--- src/rtl/operand_fetch_if.sv ---
// Operand-fetch bus: issue request, register-file read/writeback snoop, and operand output.
interface operand_fetch_if #(
  parameter int DATA_W = 32,
  parameter int ADDR_W = 4
);
  logic              req_valid_i, req_ready_o;
  logic [ADDR_W-1:0] req_rn_i, req_rm_i, req_dest_i;
  logic              req_dest_en_i;
  logic [ADDR_W-1:0] rd_addr1_o, rd_addr2_o;
  logic [DATA_W-1:0] rd_data1_i, rd_data2_i;
  logic              wb_en_i;
  logic [ADDR_W-1:0] wb_addr_i;
  logic [DATA_W-1:0] wb_data_i;
  logic              op_valid_o, op_ready_i;
  logic [DATA_W-1:0] op_a_o, op_b_o;
  logic [ADDR_W-1:0] op_dest_o;
  logic              op_dest_en_o;

  modport slave (
    input  req_valid_i, req_rn_i, req_rm_i, req_dest_i, req_dest_en_i,
    output req_ready_o,
    output rd_addr1_o, rd_addr2_o,
    input  rd_data1_i, rd_data2_i,
    input  wb_en_i, wb_addr_i, wb_data_i,
    output op_valid_o, op_a_o, op_b_o, op_dest_o, op_dest_en_o,
    input  op_ready_i
  );

  modport master (
    output req_valid_i, req_rn_i, req_rm_i, req_dest_i, req_dest_en_i,
    input  req_ready_o,
    input  rd_addr1_o, rd_addr2_o,
    output rd_data1_i, rd_data2_i,
    output wb_en_i, wb_addr_i, wb_data_i,
    input  op_valid_o, op_a_o, op_b_o, op_dest_o, op_dest_en_o,
    output op_ready_i
  );
endinterface

--- src/rtl/operand_fetch.sv ---
// Two-stage operand fetch with busy-bit scoreboard, writeback forwarding and
// in-place operand refresh while the output is stalled.
module operand_fetch #(
  parameter int DATA_W = 32,
  parameter int ADDR_W = 4
) (
  input logic            clk_i,
  input logic            rst_n_i,
  operand_fetch_if.slave bus
);
  localparam int NREG = 1 << ADDR_W;

  typedef struct packed {
    logic [ADDR_W-1:0] rn;
    logic [ADDR_W-1:0] rm;
    logic [ADDR_W-1:0] dest;
    logic              dest_en;
  } req_t;

  logic [NREG-1:0]   busy_q, busy_d;
  logic              s1_vld_q, op_vld_q;
  req_t              s1_q, op_q, req;
  logic [DATA_W-1:0] op_a_q, op_b_q;
  logic              wb_en_q;
  logic [ADDR_W-1:0] wb_addr_q;
  logic [DATA_W-1:0] wb_data_q;

  logic              hazard, s1_adv, req_rdy, accept;
  logic [DATA_W-1:0] s1_a, s1_b, ld_a, ld_b, hd_a, hd_b;

  assign req = '{rn: bus.req_rn_i, rm: bus.req_rm_i,
                 dest: bus.req_dest_i, dest_en: bus.req_dest_en_i};

  // A busy source being retired this very cycle is not a hazard.
  assign hazard = (busy_q[req.rn] && !(bus.wb_en_i && bus.wb_addr_i == req.rn)) ||
                  (busy_q[req.rm] && !(bus.wb_en_i && bus.wb_addr_i == req.rm));
  assign s1_adv  = !op_vld_q || bus.op_ready_i;
  assign req_rdy = !hazard && (!s1_vld_q || s1_adv);
  assign accept  = bus.req_valid_i && req_rdy;

  for (genvar i = 0; i < NREG; i++) begin : g_busy
    logic set, clr;
    assign set       = accept && req.dest_en && req.dest == ADDR_W'(i);
    assign clr       = bus.wb_en_i && bus.wb_addr_i == ADDR_W'(i);
    assign busy_d[i] = set || (busy_q[i] && !clr);
  end

  // A write retired on the edge that sampled the read address is not yet in rd_data.
  assign s1_a = (wb_en_q && wb_addr_q == s1_q.rn) ? wb_data_q : bus.rd_data1_i;
  assign s1_b = (wb_en_q && wb_addr_q == s1_q.rm) ? wb_data_q : bus.rd_data2_i;
  assign ld_a = (bus.wb_en_i && bus.wb_addr_i == s1_q.rn) ? bus.wb_data_i : s1_a;
  assign ld_b = (bus.wb_en_i && bus.wb_addr_i == s1_q.rm) ? bus.wb_data_i : s1_b;
  assign hd_a = (bus.wb_en_i && bus.wb_addr_i == op_q.rn) ? bus.wb_data_i : op_a_q;
  assign hd_b = (bus.wb_en_i && bus.wb_addr_i == op_q.rm) ? bus.wb_data_i : op_b_q;

  assign bus.req_ready_o  = req_rdy;
  assign bus.rd_addr1_o   = (s1_vld_q && !s1_adv) ? s1_q.rn : req.rn;
  assign bus.rd_addr2_o   = (s1_vld_q && !s1_adv) ? s1_q.rm : req.rm;
  assign bus.op_valid_o   = op_vld_q;
  assign bus.op_a_o       = op_a_q;
  assign bus.op_b_o       = op_b_q;
  assign bus.op_dest_o    = op_q.dest;
  assign bus.op_dest_en_o = op_q.dest_en;

  always_ff @(posedge clk_i or negedge rst_n_i) begin
    if (!rst_n_i) begin
      busy_q    <= '0;
      s1_vld_q  <= 1'b0;
      s1_q      <= '0;
      op_vld_q  <= 1'b0;
      op_q      <= '0;
      op_a_q    <= '0;
      op_b_q    <= '0;
      wb_en_q   <= 1'b0;
      wb_addr_q <= '0;
      wb_data_q <= '0;
    end else begin
      busy_q    <= busy_d;
      wb_en_q   <= bus.wb_en_i;
      wb_addr_q <= bus.wb_addr_i;
      wb_data_q <= bus.wb_data_i;
      if (accept) begin
        s1_vld_q <= 1'b1;
        s1_q     <= req;
      end else if (s1_adv) begin
        s1_vld_q <= 1'b0;
      end
      if (s1_adv) begin
        op_vld_q <= s1_vld_q;
        if (s1_vld_q) begin
          op_q   <= s1_q;
          op_a_q <= ld_a;
          op_b_q <= ld_b;
        end
      end else begin
        op_a_q <= hd_a;
        op_b_q <= hd_b;
      end
    end
  end
endmodule

--- src/flat_wrapper.sv ---
// flat-port wrapper written by rule: the top's interface ports become plain ports
module operand_fetch_flat 
#(
  parameter int DATA_W = 32,
  parameter int ADDR_W = 4
)
  (clk_i, rst_n_i, bus_req_valid_i, bus_req_rn_i, bus_req_rm_i, bus_req_dest_i, bus_req_dest_en_i, bus_req_ready_o, bus_rd_addr1_o, bus_rd_addr2_o, bus_rd_data1_i, bus_rd_data2_i, bus_wb_en_i, bus_wb_addr_i, bus_wb_data_i, bus_op_valid_o, bus_op_a_o, bus_op_b_o, bus_op_dest_o, bus_op_dest_en_o, bus_op_ready_i);
  operand_fetch_if #(.DATA_W(DATA_W), .ADDR_W(ADDR_W)) bus_i ();
  input logic clk_i;
  input logic rst_n_i;
  input wire logic [$bits(bus_i.req_valid_i)-1:0] bus_req_valid_i;
  input wire logic [$bits(bus_i.req_rn_i)-1:0] bus_req_rn_i;
  input wire logic [$bits(bus_i.req_rm_i)-1:0] bus_req_rm_i;
  input wire logic [$bits(bus_i.req_dest_i)-1:0] bus_req_dest_i;
  input wire logic [$bits(bus_i.req_dest_en_i)-1:0] bus_req_dest_en_i;
  output wire logic [$bits(bus_i.req_ready_o)-1:0] bus_req_ready_o;
  output wire logic [$bits(bus_i.rd_addr1_o)-1:0] bus_rd_addr1_o;
  output wire logic [$bits(bus_i.rd_addr2_o)-1:0] bus_rd_addr2_o;
  input wire logic [$bits(bus_i.rd_data1_i)-1:0] bus_rd_data1_i;
  input wire logic [$bits(bus_i.rd_data2_i)-1:0] bus_rd_data2_i;
  input wire logic [$bits(bus_i.wb_en_i)-1:0] bus_wb_en_i;
  input wire logic [$bits(bus_i.wb_addr_i)-1:0] bus_wb_addr_i;
  input wire logic [$bits(bus_i.wb_data_i)-1:0] bus_wb_data_i;
  output wire logic [$bits(bus_i.op_valid_o)-1:0] bus_op_valid_o;
  output wire logic [$bits(bus_i.op_a_o)-1:0] bus_op_a_o;
  output wire logic [$bits(bus_i.op_b_o)-1:0] bus_op_b_o;
  output wire logic [$bits(bus_i.op_dest_o)-1:0] bus_op_dest_o;
  output wire logic [$bits(bus_i.op_dest_en_o)-1:0] bus_op_dest_en_o;
  input wire logic [$bits(bus_i.op_ready_i)-1:0] bus_op_ready_i;
  assign bus_i.req_valid_i = bus_req_valid_i;
  assign bus_i.req_rn_i = bus_req_rn_i;
  assign bus_i.req_rm_i = bus_req_rm_i;
  assign bus_i.req_dest_i = bus_req_dest_i;
  assign bus_i.req_dest_en_i = bus_req_dest_en_i;
  assign bus_req_ready_o = bus_i.req_ready_o;
  assign bus_rd_addr1_o = bus_i.rd_addr1_o;
  assign bus_rd_addr2_o = bus_i.rd_addr2_o;
  assign bus_i.rd_data1_i = bus_rd_data1_i;
  assign bus_i.rd_data2_i = bus_rd_data2_i;
  assign bus_i.wb_en_i = bus_wb_en_i;
  assign bus_i.wb_addr_i = bus_wb_addr_i;
  assign bus_i.wb_data_i = bus_wb_data_i;
  assign bus_op_valid_o = bus_i.op_valid_o;
  assign bus_op_a_o = bus_i.op_a_o;
  assign bus_op_b_o = bus_i.op_b_o;
  assign bus_op_dest_o = bus_i.op_dest_o;
  assign bus_op_dest_en_o = bus_i.op_dest_en_o;
  assign bus_i.op_ready_i = bus_op_ready_i;
  operand_fetch #(.DATA_W(DATA_W), .ADDR_W(ADDR_W)) u_core (.clk_i(clk_i), .rst_n_i(rst_n_i), .bus(bus_i));
endmodule
--- config.mk ---
export PLATFORM = sky130hd
export DESIGN_NAME = operand_fetch_flat
export DESIGN_NICKNAME = d
export VERILOG_FILES = /design/src/rtl/operand_fetch_if.sv /design/src/rtl/operand_fetch.sv /design/src/flat_wrapper.sv
export SDC_FILE = /design/constraint.sdc
export NUM_CORES = 1
export LEC_CHECK = 0
export CORE_ASPECT_RATIO = 0.6
export CORE_UTILIZATION = 52
export DETAILED_ROUTE_END_ITERATION = 12
export PLACE_DENSITY = 0.95
export SYNTH_ARGS = -nofsm -noshare
export SYNTH_HDL_FRONTEND = slang
export SYNTH_SLANG_ARGS = --single-unit
--- constraint.sdc ---
create_clock -name clk_i -period 5.5 [get_ports clk_i]
set_clock_uncertainty 0.1 [all_clocks]
set_input_delay 1.1 -clock clk_i [delete_from_list [all_inputs] [get_ports clk_i]]
set_output_delay 1.1 -clock clk_i [all_outputs]
set_load 0.02 [all_outputs]
=== After elaboration in Yosys (flattened, before gate mapping) ===
Index checks and enable logic that the tools add are counted.

* Input bits: 118
* Output and inout port bits: 79
* Logic and storage cells: 186
* Flip-flop bits (word level): 145

* $lt $le $gt $ge: 2
* Mux-type cells: 18
* Eq/ne operators: 39
* Reductions and logical operators: 111

{| class="wikitable"
|+ Operators by type and width
! cell !! count
|-
| $mux 32 || 10
|-
| $eq 4x4->1 const B || 16
|-
| $logic_and 1x1->1 || 62
|-
| $eq 4x3->1 const B || 8
|-
| $eq 4x4->1 || 8
|-
| $logic_not 1->1 || 22
|-
| $logic_or 1x1->1 || 19
|-
| $eq 4x2->1 const B || 4
|-
| $lt 4x5->1 const B || 2
|-
| $bmux 1 s4 || 2
|-
| $eq 4x1->1 const B || 2
|-
| $logic_not 4->1 || 2
|-
| $mux 4 || 2
|-
| $reduce_and 2->1 || 3
|-
| $reduce_bool 2->1 || 3
|-
| $mux 1 || 4
|-
| $ne 2x1->1 const B || 1
|}

=== Depth between registers and ports, before layout ===
Gate-level depths: netlist of run 1.

* Depth in word-level cells: 11
* Mapped depth: 8

=== Least setup slack after synthesis of run 1 ===
Ideal clock, no wire load.

* Path type: input-to-output
* Start point: in bus_req_rm_i[0]
* End point: out bus_req_ready_o
* Arrival time: 2.520 ns
* Buffers on the path: 1
* Stages: 5
* Path slack: 1.780 ns
* Cell sequence: buf_2 mux4_2 mux2i_1 nand3_1 a32oi_4

* Word-level cells in the longest chain between the ends: 7

{| class="wikitable"
|+ RTL lines
! item !! RTL line !! RTL
|-
| start, declared || flat_wrapper.sv:13 || <nowiki>input wire logic [$bits(bus_i.req_rm_i)-1:0] bus_req_rm_i;</nowiki>
|-
| branches (longest 3 deep; another with $bmux 1 s4) || - ||
|-
| $logic_and 1x1->1 (*) || operand_fetch.sv:36 || <nowiki>(busy_q[req.rm] && !(bus.wb_en_i && bus.wb_addr_i == req.rm));</nowiki>
|-
| $logic_or 1x1->1 (*) || operand_fetch.sv:35 || <nowiki>assign hazard = (busy_q[req.rn] && !(bus.wb_en_i && bus.wb_addr_i == req.rn)) ||</nowiki>
|-
| $logic_not 1->1 (*) || operand_fetch.sv:38 || <nowiki>assign req_rdy = !hazard && (!s1_vld_q || s1_adv);</nowiki>
|-
| $logic_and 1x1->1 (*) || operand_fetch.sv:38 ||
|-
| end, declared || flat_wrapper.sv:16 || <nowiki>output wire logic [$bits(bus_i.req_ready_o)-1:0] bus_req_ready_o;</nowiki>
|}

Every way passes the cells marked *. The select of a mux whose other input is x is not followed.

=== Worst setup path in the final report of run 1 ===
Ends and elaborated chain as after synthesis.

==> results.toml, run 1 <==
[status]
outcome = "finished clean"

[finish]
regArea_um2 = 3630
syn2layout_area_growth_pct = 37.4
instances_no_fill = 970
multi_input_area_um2 = 3400
nNetsFinal = 905
diodes = 0
fin_util = 0.748
drive_above_1_share = 0.190
n_fill_cell = 835

[global_route]
antenna_found_initial = 0
grt_pass1_wl_um = 31400
gr-usage-all-layers = 0.289
grt_max_degree = 114
grt_pass1_vias = 5749
grt_overflow = 0

[synth]
synth-async-reset-ratio = 1.00
synth_top_area_share = 0.507
ys_seq_area_frac = 0.507
synthCells = 602
synth-edff-count = 0
ys_top_cells_by_count = "145 x dfrtp_1, 96 x o21ai_0, 88 x mux2_2"
yosysWarnings = 0
synth_flop_cell = "dfrtp_1"
yosys_register_bits = 145
avgSynthCellArea_um2 = 11.9
syn_nets = 720
netlist_area_um2 = 7150
yosysMostFrequentCell = "dfrtp_1"
synth_cell_type_count = 39
synth_top_area_cell = "dfrtp_1"
synth_top_cells_by_area = "dfrtp_1 51%, mux2_2 14%, mux2i_1 10%"

[place]
routabilityCongestion = 0.950
place_ws_ns = 0.460
portBuffers = 196
hpwlAfterDp_um = 14400
dp.cells = 938

[worst_setup_path]
reg2reg_from = "u_core.bus.op_valid_o"
r2r_slack_ns = 2.71
critPathRequiredTime_ns = 4.30
cp_data_arrival_time_ns = 3.85
critical_path.max_fanout = 9
r2r_end = "u_core.bus.op_b_o[4]"
ff2ff_path_depth = 4
cp-start-kind = "input pin"
endpoint_kind = "output port"
worst-setup-path-type = "in -> out"

[route]
firstDrtPassIters = 5
wl_per_cell_um = 20.9
viasPerCell = 5.82
drc = 0
finalWirelength_um = 20300
ant_nets = 0
dr_total_vias = 5646
dr.first_iter.drc_count = 376

[hold_path]
holdPathStages = 1
hp-class = "reg -> reg"
hp-start = "u_core.bus.op_b_o[11]"
hold_end = "u_core.bus.op_b_o[11]"

[floorplan]
start_util = 0.545
dieArea_um2 = 14200
rows = 32
fp.dieW_um = 153
dieHeight_um = 92.9
ios = 197
coreArea_um2 = 13100

[timing]
slew_headroom = 0.168
finalMaxSlewViolations = 0
hold_viol = 0
setup_viol = 0
max_clock_freq_mhz = 198
rsz0062_at_grt = "false"
period_share = 0.917
worst_slew_pin_slew_ns = 1.25
setup_slack_ns = 0.455
min_period_ns = 5.05
tns_ns = 0

[power_and_ir_drop]
total_leakage_power_nw = 3.91
pwr_density_cell_nw_per_um2 = 472
irDropWorstVdd_v = 0.000327

[clock_network]
h-tree-depth = 4
cts_tree = "built"
cts.reportedPaths.clkPinSlew_ns = 0.07
numCtsBuffers = 17
hold_buffers = 0
cts.sinks = 145
cts_setup_buffers = 0
ctsRootBufferMaster = "clkbuf_16"
post_cts_resized = 0
cts.path.max_buffers = 2
insertion_delay_ns = 0.41

[run]
cap_violations = 0
==> final cells by class <==
class,count,share of cell area
Clock buffer,17,0.0433
Timing Repair Buffer,204,0.207
Multi-Input combinational cell,418,0.346
Tap cell,170,0.0216
Clock inverter,15,0.0127
Sequential cell,145,0.369
Inverter,1,0.000382
==> where the power goes <==
part | leakage [nW] | internal (mW) | total [mW] | switching (mW)
logic | 1.90 | 0.971 | 1.89 | 0.919
registers | 1.74 | 1.42 | 1.67 | 0.247
clock network | 0.265 | 0.591 | 1.08 | 0.489
==> flip-flops by register name (all words and copies together) (netlist names), 4 cells and up <==
| register | cells |
|---|---|
| u_core.bus.op_a_o | 32 |
| u_core.bus.op_b_o | 32 |
| u_core.bus.op_dest_o | 4 |
| u_core.busy_q | 16 |
| u_core.op_q | 8 |
| u_core.s1_q | 13 |
| u_core.wb_addr_q | 4 |
| u_core.wb_data_q | 32 |
==> worst max path at each step <==
stage                         start  slack [ns]         endpoint  cells past startpoint
floorplan           bus_req_rm_i[0]        1.78  bus_req_ready_o                      5
detailed placement  bus_req_rm_i[0]        0.46  bus_req_ready_o                      6
global route        bus_req_rm_i[0]        0.36  bus_req_ready_o                      6
global placement    bus_req_rm_i[0]        0.54  bus_req_ready_o                      6
finish              bus_req_rm_i[0]        0.45  bus_req_ready_o                      6
CTS                 bus_req_rm_i[0]        0.46  bus_req_ready_o                      6
==> per-stage QoR <==
| step | cell area [um2] | hold WS, ns | total power, mW |
|---|---|---|---|
| after global routing | 9830 | 0.412 | 4.84 |
| after detailed placement | 9280 | 0.392 | 3.56 |
| after CTS | 9830 | 0.406 | 4.66 |
| after floorplan | 7150 | 0.371 | 2.65 |
| after global placement | 9280 | 0.382 | 3.50 |
| final | 9830 | 0.405 | 4.64 |
==> routing by layer <==
layer	vias up	track usage	part of all wire
li1	2521	-	-
met1	2808	0.387	0.43
met2	278	0.456	0.46
met3	39	0.0847	0.085
met4	0	0.0908	0.019
met5	-	0	0
==> worst max-delay path, cell delays in order <==
cell	delay (ns)
clkdlybuf4s50_1	0.79
mux4_2	0.58
mux2i_1	0.16
nand3_1	0.16
a32oi_4	0.39
clkdlybuf4s50_1	0.67
==> placed cells by master (no fill, tap or decap), types with 3 or more instances in the layout <==
cell type        netlist  routed
clkdlybuf4s50_1        0     195
dfrtp_1              145     145
o21ai_0               96      96
mux2_2                88      88
mux2i_1               73      73
nand2_1               71      71
xor2_1                20      20
clkbuf_16              0      17
xnor2_1               12      12
mux2_4                 8       8
buf_4                  4       7
nand3b_1               6       6
nand3_1                6       6
inv_6                  0       6
mux4_2                 5       5
nand2b_1               4       4
nor3_1                 3       3
clkinvlp_4             0       3
==> cell families (layout without fill, tap and decap cells) <==
logic type | Yosys count | after routing | synth area share
flip-flops | 145 | 145 | 0.507
AND/OR/NAND/NOR | 105 | 105 | 0.0679
XOR/XNOR | 32 | 32 | 0.0392
buffers and inverters | 39 | 237 | 0.0264
AO/OA/AOI/OAI | 105 | 105 | 0.0808
multiplexers | 176 | 176 | 0.278
Note: power is estimated with default switching activity, not from simulation.
==> run 2, diff against run 1 <==
CAP_MARGIN = 10   (was unset)
==> results.toml, run 2 (synthesis gave the netlist of run 1 again) <==
[status]
outcome = "finished clean"

[timing]
setup_viol = 0
max_clock_freq_mhz = 198
period_share = 0.919
slew_headroom = 0.243
worst_slew_pin_slew_ns = 1.14
hold_viol = 0
rsz0062_at_grt = "false"
min_period_ns = 5.05
tns_ns = 0
finalHoldWorstSlack_ns = 0.404
finalMaxSlewViolations = 0

[place]
hpwlAfterDp_um = 14400
portBuffers = 196
place_area_um2 = 9280
routabilityCongestion = 0.950

[hold_path]
hold_end = "u_core.bus.op_b_o[11]"
holdPathStages = 1
hp-class = "reg -> reg"
hp-start = "u_core.bus.op_b_o[11]"

[power_and_ir_drop]
pwr_density_cell_nw_per_um2 = 472
total_leakage_power_nw = 3.92
irDropWorstVdd_v = 0.000326

[finish]
regArea_um2 = 3630
nNetsFinal = 906
diodes = 0
stdcell_area_um2 = 9850
final_common_cell = "clkdlybuf4s50_1"
drive_above_1_share = 0.191
multi_input_area_um2 = 3400
layout_common_cells = "195 x clkdlybuf4s50_1, 145 x dfrtp_1, 96 x o21ai_0, 88 x mux2_2, 73 x mux2i_1"
syn2layout_area_growth_pct = 37.8
n_fill_cell = 832

[run]
cap_violations = 0

[worst_setup_path]
r2r_slack_ns = 2.79
critPathRequiredTime_ns = 4.30
r2r_end = "u_core.bus.op_a_o[16]"
worst-setup-path-type = "in -> out"
critical_path.max_fanout = 9
cp_data_arrival_time_ns = 3.85
cp-start-kind = "input pin"
reg2reg_from = "u_core.bus.op_valid_o"
ff2ff_path_depth = 4
endpoint_kind = "output port"

[floorplan]
fp.dieW_um = 153
dieArea_um2 = 14200
coreArea_um2 = 13100
dieHeight_um = 92.9
rows = 32
ios = 197
start_util = 0.545

[global_route]
grt_max_degree = 114
grt_overflow = 0
grt_pass1_wl_um = 31400
gr-usage-all-layers = 0.289
grt_pass1_vias = 5749
antenna_found_initial = 0

[route]
ant_nets = 0
viasPerCell = 5.84
dr.first_iter.drc_count = 379
wl_per_cell_um = 20.9
dr_total_vias = 5671
firstDrtPassIters = 5
finalWirelength_um = 20300
drc = 0

[clock_network]
hold_buffers = 0
cts_tree = "built"
insertion_delay_ns = 0.41
numCtsBuffers = 17
h-tree-depth = 4
ctsRootBufferMaster = "clkbuf_16"
post_cts_resized = 0
cts.path.max_buffers = 2
cts.sinks = 145
cts_setup_buffers = 0
cts.reportedPaths.clkPinSlew_ns = 0.07
-- run 2: final cells by class --
type,instances,share of cell area
tap,170,0.0216
multi-input combinational,418,0.345
clock inverter,15,0.0127
inverter,1,0.000381
sequential,145,0.368
clock buffer,17,0.0432
timing repair buffer,205,0.209
-- run 2: worst max-delay path, cell delays in order --
cell and delay, ns:
clkdlybuf4s50_1 0.79, mux4_2 0.58, mux2i_1 0.16, nand3_1 0.16
a32oi_4 0.39, clkdlybuf4s50_1 0.67
-- run 2: how the worst max path moves through the flow --
stage               cells past startpoint            start         endpoint
global placement                        6  bus_req_rm_i[0]  bus_req_ready_o
CTS                                     6  bus_req_rm_i[0]  bus_req_ready_o
floorplan                               5  bus_req_rm_i[0]  bus_req_ready_o
global route                            6  bus_req_rm_i[0]  bus_req_ready_o
finish                                  6  bus_req_rm_i[0]  bus_req_ready_o
detailed placement                      6  bus_req_rm_i[0]  bus_req_ready_o
-- run 2: metal layers --
metal / GRT usage / wire [um] / part of all wire / vias up
met3: 0.0847 / 1690 / 0.083 / 43
met2: 0.456 / 9370 / 0.46 / 269
met5: 0 / 0 / 0 / -
met1: 0.387 / 8860 / 0.44 / 2829
li1: - / - / - / 2530
met4: 0.0908 / 399 / 0.020 / 0
-- run 2: power breakdown --
group / total [mW] / leakage, nW / internal [mW] / switching [mW]
Clock: 1.08 / 0.265 / 0.591 / 0.489
Combinational: 1.90 / 1.92 / 0.977 / 0.921
Sequential: 1.67 / 1.74 / 1.42 / 0.246
Total: 4.65 / 3.92 / 2.99 / 1.66
-- run 2: metrics by stage --
stage | power [mW] | setup WS, ns | util | cells
global route | 4.85 | 0.364 | 0.750 | 971
global placement | 3.50 | 0.544 | 0.706 | 938
detailed placement | 3.56 | 0.460 | 0.706 | 938
finish | 4.65 | 0.446 | 0.750 | 971
floorplan | 2.65 | 1.78 | - | 602
CTS | 4.66 | 0.458 | 0.748 | 970
